File: config.mk
export PLATFORM = sky130hd
export DESIGN_NAME = wb_counter_bank
export DESIGN_NICKNAME = d
export VERILOG_FILES = /design/src/rtl/wb_counter_bank.sv
export SDC_FILE = /design/constraint.sdc
export NUM_CORES = 1
export LEC_CHECK = 0
export BUFFER_PORTS_ARGS = -buffer_cell sky130_fd_sc_hd__clkbuf_2
export CAP_MARGIN = 5
export CORE_MARGIN = 1.5
export CORE_UTILIZATION = 55
export CTS_BUF_LIST = sky130_fd_sc_hd__clkbuf_2 sky130_fd_sc_hd__clkbuf_4 sky130_fd_sc_hd__clkbuf_8
export DETAILED_ROUTE_END_ITERATION = 16
export PLACE_DENSITY_LB_ADDON = 0.12
export SYNTH_ARGS = -nofsm -noshare
export SYNTH_HDL_FRONTEND = slang
export SYNTH_SLANG_ARGS = --single-unit
File: constraint.sdc
create_clock -name wb_clk_i -period 3.4 [get_ports wb_clk_i]
set_input_delay 0.68 -clock wb_clk_i [delete_from_list [all_inputs] [get_ports wb_clk_i]]
set_output_delay 0.68 -clock wb_clk_i [all_outputs]
set_load 0.02 [all_outputs]
File: src/rtl/wb_counter_bank.sv
// Wishbone-mapped bank of CHANNELS up/down counters with compare match, sticky status and IRQ.
// Channel 0 additionally accepts a bitwise override from the logic analyzer.
module wb_counter_bank #(
   parameter int CHANNELS = 4,
   parameter int BITS     = 16
) (
   input  logic                     wb_clk_i,
   input  logic                     wb_rst_i,
   input  logic                     wbs_cyc_i,
   input  logic                     wbs_stb_i,
   input  logic                     wbs_we_i,
   input  logic [3:0]               wbs_sel_i,
   input  logic [31:0]              wbs_adr_i,
   input  logic [31:0]              wbs_dat_i,
   output logic                     wbs_ack_o,
   output logic [31:0]              wbs_dat_o,
   input  logic [BITS-1:0]          la_write,
   input  logic [BITS-1:0]          la_input,
   output logic [CHANNELS*BITS-1:0] count_o,
   output logic [CHANNELS-1:0]      irq_o
);

   logic [BITS-1:0]     count_q   [CHANNELS];
   logic [BITS-1:0]     compare_q [CHANNELS];
   logic [3:0]          ctrl_q    [CHANNELS];
   logic [CHANNELS-1:0] match_q;

   logic [BITS-1:0]     count_d   [CHANNELS];
   logic [BITS-1:0]     compare_d [CHANNELS];
   logic [3:0]          ctrl_d    [CHANNELS];
   logic [CHANNELS-1:0] match_d;
   logic [CHANNELS-1:0] hit;

   logic            accept;
   logic            wr;
   logic            wr_ch;
   logic [2:0]      chan;
   logic [1:0]      regsel;
   logic [BITS-1:0] wmask;
   logic [BITS-1:0] nxt;
   logic [31:0]     rdata;
   logic            unused_bits;

   assign accept      = wbs_cyc_i & wbs_stb_i & ~wbs_ack_o;
   assign wr          = accept & wbs_we_i;
   assign chan        = wbs_adr_i[6:4];
   assign regsel      = wbs_adr_i[3:2];
   assign unused_bits = ^{wbs_adr_i[31:7], wbs_adr_i[1:0], wbs_dat_i, wbs_sel_i};

   always_comb begin
      wmask = '0;
      for (int b = 0; b < BITS; b++) begin
         wmask[b] = wbs_sel_i[b/8];
      end
   end

   // Per channel: normal step, then LA override (ch0), then WB byte writes on top.
   always_comb begin
      rdata   = '0;
      match_d = match_q;
      hit     = '0;
      nxt     = '0;
      wr_ch   = 1'b0;
      for (int n = 0; n < CHANNELS; n++) begin
         wr_ch  = wr && (chan == 3'(n));
         hit[n] = ctrl_q[n][0] && (count_q[n] == compare_q[n]);

         if (!ctrl_q[n][0] || (hit[n] && ctrl_q[n][2]))
            nxt = count_q[n];
         else if (ctrl_q[n][1])
            nxt = count_q[n] - BITS'(1);
         else
            nxt = count_q[n] + BITS'(1);
         if (n == 0)
            nxt = (nxt & ~la_write) | (la_input & la_write);
         if (wr_ch && regsel == 2'd0)
            nxt = (nxt & ~wmask) | (wbs_dat_i[BITS-1:0] & wmask);
         count_d[n] = nxt;

         compare_d[n] = compare_q[n];
         if (wr_ch && regsel == 2'd1)
            compare_d[n] = (compare_q[n] & ~wmask) | (wbs_dat_i[BITS-1:0] & wmask);

         ctrl_d[n] = ctrl_q[n];
         if (hit[n] && ctrl_q[n][2])
            ctrl_d[n][0] = 1'b0;
         if (wr_ch && regsel == 2'd2 && wbs_sel_i[0])
            ctrl_d[n] = wbs_dat_i[3:0];

         if (wr_ch && regsel == 2'd3 && wbs_sel_i[0] && wbs_dat_i[0])
            match_d[n] = 1'b0;
         if (hit[n])
            match_d[n] = 1'b1;

         if (chan == 3'(n)) begin
            case (regsel)
               2'd0:    rdata = 32'(count_q[n]);
               2'd1:    rdata = 32'(compare_q[n]);
               2'd2:    rdata = {28'd0, ctrl_q[n]};
               default: rdata = {31'd0, match_q[n]};
            endcase
         end
      end
   end

   always_ff @(posedge wb_clk_i) begin
      if (wb_rst_i) begin
         for (int n = 0; n < CHANNELS; n++) begin
            count_q[n]   <= '0;
            compare_q[n] <= '1;
            ctrl_q[n]    <= '0;
         end
         match_q   <= '0;
         wbs_ack_o <= 1'b0;
         wbs_dat_o <= '0;
      end else begin
         for (int n = 0; n < CHANNELS; n++) begin
            count_q[n]   <= count_d[n];
            compare_q[n] <= compare_d[n];
            ctrl_q[n]    <= ctrl_d[n];
         end
         match_q   <= match_d;
         wbs_ack_o <= accept;
         if (accept)
            wbs_dat_o <= rdata;
      end
   end

   always_comb begin
      count_o = '0;
      irq_o   = '0;
      for (int n = 0; n < CHANNELS; n++) begin
         count_o[n*BITS +: BITS] = count_q[n];
         irq_o[n]                = match_q[n] & ctrl_q[n][3];
      end
   end

endmodule

* Word level (Yosys, flattened, before mapping)
Memories as Yosys holds them, arrays and structs flattened.
Cells that the tools add are included.
** Operators by class
- Add/subtract/negate cells :: 8
- Equality and inequality tests :: 10
- Multiplexer cells :: 55
- Bitwise gates (word level) :: 42
- Reduce and logical (&&, ||, !) cells :: 54
** Operators by type and width (count)
- 2-to-1 mux 16 bit :: 25
- case mux 16 bit (3 select lines) :: 4
- bitwise AND 16 bit :: 11
- OR 16 bit :: 9
- 2-to-1 mux 32 bit :: 3
- adder 16 x 1 -> 16 bit (second input constant) :: 4
- == test 16 bit :: 4
- subtractor 16 x 1 -> 16 bit (second input constant) :: 4
- logical AND 1 bit :: 40
- 2-to-1 mux 4 bit :: 8
- NOT 16 bit :: 2
- 2-to-1 mux 1 bit :: 15
- OR 1 bit :: 12
- nonzero test 2 bit :: 4
- bitwise AND 1 bit :: 7
- == test 3 x 2 -> 1 bit (second input constant) :: 2
- == test 2 bit (second input constant) :: 2
- logical NOT 1 bit :: 4
- logical OR 1 bit :: 4
- == test 3 x 1 -> 1 bit (second input constant) :: 1
- logical NOT 3 bit :: 1
- == test 2 x 1 -> 1 bit (second input constant) :: 1
- logical NOT 2 bit :: 1
- NOT 1 bit :: 1
** Storage, ports and cells
- Flip-flop bits (word level) :: 37
- Bits in writable memories :: 144
- Input bits :: 105
- Output and inout port bits :: 101
- Logic and storage cells :: 178
- Memories kept :: 3
** Memories
- compare_q :: words 4, bits a word 16, rd ports 4, clocked after memory_dff 0, wr ports 4, line 24 : logic [BITS-1:0] compare_q [CHANNELS];
- count_q :: words 4, bits a word 16, rd ports 4, clocked after memory_dff 0, wr ports 4, line 23 : logic [BITS-1:0] count_q [CHANNELS];
- ctrl_q :: words 4, bits a word 4, rd ports 4, clocked after memory_dff 0, wr ports 4, line 25 : logic [3:0] ctrl_q [CHANNELS];

* Longest topological paths before layout
An unclocked memory read counts as a cell.
- Depth after elaboration :: 12
- Depth in mapped cells :: 11
- Gate-level depth less buffers :: 10

* Worst setup path after synthesis
No wires, ideal clock.
- Kind :: flip-flop to flip-flop
- Start :: memory ctrl_q[0][1]
- End :: memory count_q[0][15]
- Arrival :: 2.924 ns
- Slack :: 0.402 ns
- Cell stages (with the launch flop) :: 11
- Path buffers :: 0
- Period minus slack after synthesis :: 2.998 ns
- Cells stage by stage :: dfxtp_1 > ha_1 > and3_1 > a221oi_2 > o311ai_4 > o41ai_4 > o21ai_2 > xnor2_1 > or3_1 > a211o_1 > a31oi_1
** RTL lines (line)
- start, declared :: 25
- end, declared :: 23

==> impl_metrics.csv <==
group,metric,value,unit
grt,grtUsageMet2,49.6,%
route,wl_per_cell,19.4,um
critical_path,cp-end-kind,"flop",
route,avgViaCountPerCell,5.97,
die,placementRows,52,
sta,grt_setup_unrepaired,"no",
critical_path,cp.arrival,3.46,ns
critical_path,startpoint_type,"flop",
grt,top_usage_layer,"met2",
placement,routabilityCongestion,0.996,
power_and_ir_drop,p_per_area,320,nW/um^2
power_and_ir_drop,p_total,0.00411,W
yosys,synth_cells,1384,
grt,antenna_found_initial,0,
final_layout,register_area,3300,um^2
yosys,ys_ff_latch,165,
critical_path,r2r-start,"ctrl_q[0][1]",
placement,io_buffer_count,144,
yosys,ys_async_sr_fraction,0,%
final_layout,n_antenna_cell,0,
critical_path,reg2regPathDepth,10,
clock_tree,clkTransAtPathRegs,0.10,ns
sta,post-route-min-period,3.05,ns
sta,fmax,328,MHz
sta,worst_pin_slew,0.963,ns
yosys,syn_area,11400,um^2
final_layout,drive_gt1_share,15.9,%
critical_path,crit_start,"ctrl_q[0][1]",
grt,grt_overflow,0,
sta,skew,0.0152,ns
final_layout,nNetsFinal,1664,
sta,finalSetupTns,0,ns
clock_tree,cts_root_buffer,"clkbuf_8",
critical_path,path_class,"reg2reg",
sta,slew_headroom,35.8,%
yosys,synthFlopType,"dfxtp_1",
yosys,synth.distinct_cells,64,
yosys,netlist.area_leader.share,29.0,%
min_path,hold_depth,3,
placement,place_ws,0.178,ns
die,ios,206,
route,vias,10600,
final_layout,area_delta_synth_final,12.4,%
route,drtPass1Iterations,6,
placement,placed_cell_area,12400,um^2
grt,grtUsageMet3,3.85,%
critical_path,r2r_slack,0.35,ns
sta,fin_ws,0.353,ns
final_layout,fill_cells,1852,
clock_tree,clock_sinks,165,
die,die_w,147,um
yosys,ys.warnings.count,0,
grt,grtUsageTotal,31.6,%
die,die_area,21600,um^2
clock_tree,clockBufferDepth,2,
power_and_ir_drop,p_leak,5.35,nW
final_layout,fin_util,63.2,%
power_and_ir_drop,irDropWorstVdd,0.229,mV
placement,dp_hpwl,24800,um
clock_tree,clock_latency,0.48,ns
sta,setup_viol,0,
yosys,ys_top_cells_by_area,"dfxtp_1, mux2i_1, xnor2_1",
run,max_cap_viol_count,0,
route,remaining_drc_errors,0,
grt,grt_use_met1,43.6,%
clock_tree,cts_tree,"yes",
critical_path,worstReg2RegEnd,"count_q[0][15]",
status,status,"completed",
min_path,hold-path-endpoint,"count_q[0][15]",
critical_path,cp.required,3.81,ns
clock_tree,htree_levels,4,
final_layout,final_area,12800,um^2
min_path,worstHoldStart,"la_input[15]",
route,drt_iter0_markers,856,
yosys,avgSynthCellArea,8.24,um^2
yosys,synth_edf_count,0,
yosys,synth_top_area_cell,"dfxtp_1",
grt,grt_max_degree,75,
clock_tree,cts_setup_buffers,0,
critical_path,path_max_fanout,13,
sta,timing.final.crit_share,89.6,%
min_path,hp-class,"in2reg",
final_layout,multiInputGateArea,7640,um^2
yosys,ys_seq_area_share,29.0,%
sta,drv_slew,0,
grt,grt_pass1_wl,53300,um
die,start_util,56.2,%
grt,grt_pass1_vias,9857,
die,fp.dieH,147,um
route,wirelength,34500,um
clock_tree,cts_made_buffers,17,
route,ant_nets,0,
sta,hold_viol,0,
die,core_area,20300,um^2
## power breakdown
group / internal [W] / switching (W) / leakage, nW
Sequential: 0.00196 / 0.0000263 / 1.34
Combinational: 0.000161 / 0.000325 / 3.79
Clock: 0.000869 / 0.000770 / 0.222
## how the worst max path moves through the flow
| stage | end | depth (start not counted) | slack (ns) |
|---|---|---|---|
| global placement | count_q[0][15] | 10 | 0.26 |
| finish | count_q[0][15] | 10 | 0.35 |
| floorplan | count_q[0][15] | 10 | 0.40 |
| CTS | count_q[0][15] | 10 | 0.17 |
| detailed placement | count_q[0][15] | 10 | 0.18 |
| global route | count_q[1][12] | 10 | 0.19 |
## cell usage after synthesis (4+ instances only)
| cell | number |
|---|---|
| or2_2 | 5 |
| fa_1 | 4 |
| buf_2 | 18 |
| xor2_1 | 25 |
| a21o_1 | 13 |
| ha_1 | 56 |
| buf_4 | 17 |
| dfxtp_1 | 165 |
| xnor2_1 | 94 |
| buf_1 | 12 |
| mux4_2 | 5 |
| nand3_1 | 20 |
| nor3_1 | 22 |
| and3_1 | 9 |
| and2_1 | 6 |
| o21bai_1 | 7 |
| nor4_1 | 9 |
| o311ai_0 | 8 |
| a211oi_1 | 53 |
| nor2b_1 | 56 |
| inv_1 | 21 |
| nand2_1 | 118 |
| nand2b_1 | 6 |
| a31oi_1 | 9 |
| o22ai_1 | 19 |
| a211o_1 | 50 |
| mux2i_1 | 101 |
| nand3b_1 | 16 |
| a21oi_1 | 104 |
| o211ai_1 | 8 |
| clkbuf_1 | 50 |
| o21ai_1 | 15 |
| nand4_1 | 17 |
| o21a_1 | 9 |
| nor2_1 | 128 |
| or3_1 | 12 |
| o21ai_0 | 62 |
## routing by layer
layer  routed length [um]  part of all wire (%)  up-vias
li1                     -                     -     5199
met1                15600                    45     4981
met2                15300                    44      385
met3                 2210                   6.4       76
met4                 1400                   4.0        0
met5                    0                     0        -
## repair_timing
action | CTS | global route
resized for setup | 0 | 1
endpoints found under the setup margin | 0 | 1
hold buffers | 0 | 0
## cell usage in the layout, fill, tap and decap left out, drive strengths merged, types with 6 or more instances in the layout
| cell type | synthesis | routed |
|---|---|---|
| dfxtp | 165 | 165 |
| clkbuf | 51 | 163 |
| nor2 | 129 | 129 |
| nand2 | 118 | 118 |
| a21oi | 104 | 104 |
| mux2i | 101 | 101 |
| xnor2 | 94 | 94 |
| o21ai | 79 | 79 |
| nor2b | 56 | 56 |
| ha | 56 | 56 |
| a211oi | 53 | 53 |
| a211o | 50 | 50 |
| buf | 47 | 37 |
| xor2 | 25 | 25 |
| nor3 | 22 | 22 |
| inv | 21 | 21 |
| nand3 | 20 | 20 |
| o22ai | 19 | 19 |
| nand4 | 17 | 17 |
| nand3b | 16 | 16 |
| conb | 1 | 16 |
| a21o | 13 | 13 |
| or3 | 12 | 12 |
| o21a | 10 | 10 |
| nor4 | 9 | 9 |
| and3 | 9 | 9 |
| o311ai | 9 | 9 |
| a31oi | 9 | 9 |
| o211ai | 8 | 8 |
| o21bai | 7 | 7 |
| and2 | 6 | 6 |
| nand2b | 6 | 6 |
## metrics by stage
stage	hold slack, ns	std cells
after floorplan	0.453	1399
final	0.467	1782
after global routing	0.463	1782
after detailed placement	0.460	1750
after CTS	0.445	1782
after global placement	0.451	1750
## worst max-delay path: stages, from the launching register on
cell and delay (ns):
dfxtp_2 0.52, ha_1 0.34, and3_1 0.21, a221oi_2 0.40, o311ai_4 0.18, o41ai_4 0.32
o21ai_2 0.11, xnor2_1 0.14, or3_1 0.32, a211o_1 0.29, a31oi_1 0.15
## layout make-up
class / instances / share of cell area, %
repair buffers: 179 / 7.81
clock inverters: 11 / 1.36
well taps: 270 / 2.63
inverters: 21 / 0.615
flip-flops and latches: 165 / 25.8
multi-input cells: 1115 / 59.6
clock buffers: 21 / 2.21
## logic make-up (layout without fill, tap and decap cells)
logic type | count (synthesis) | after routing | share of synthesized area, %
other cells | 1 | 16 | 0.0329
flops | 165 | 165 | 29.0
xor+xnor | 119 | 119 | 9.13
fa+ha+maj | 60 | 60 | 6.84
buf+inv | 119 | 232 | 4.68
mux | 107 | 107 | 9.95
simple gates | 429 | 429 | 17.9
compound gates | 384 | 384 | 22.5
Note: power is estimated with default switching activity, not from simulation.
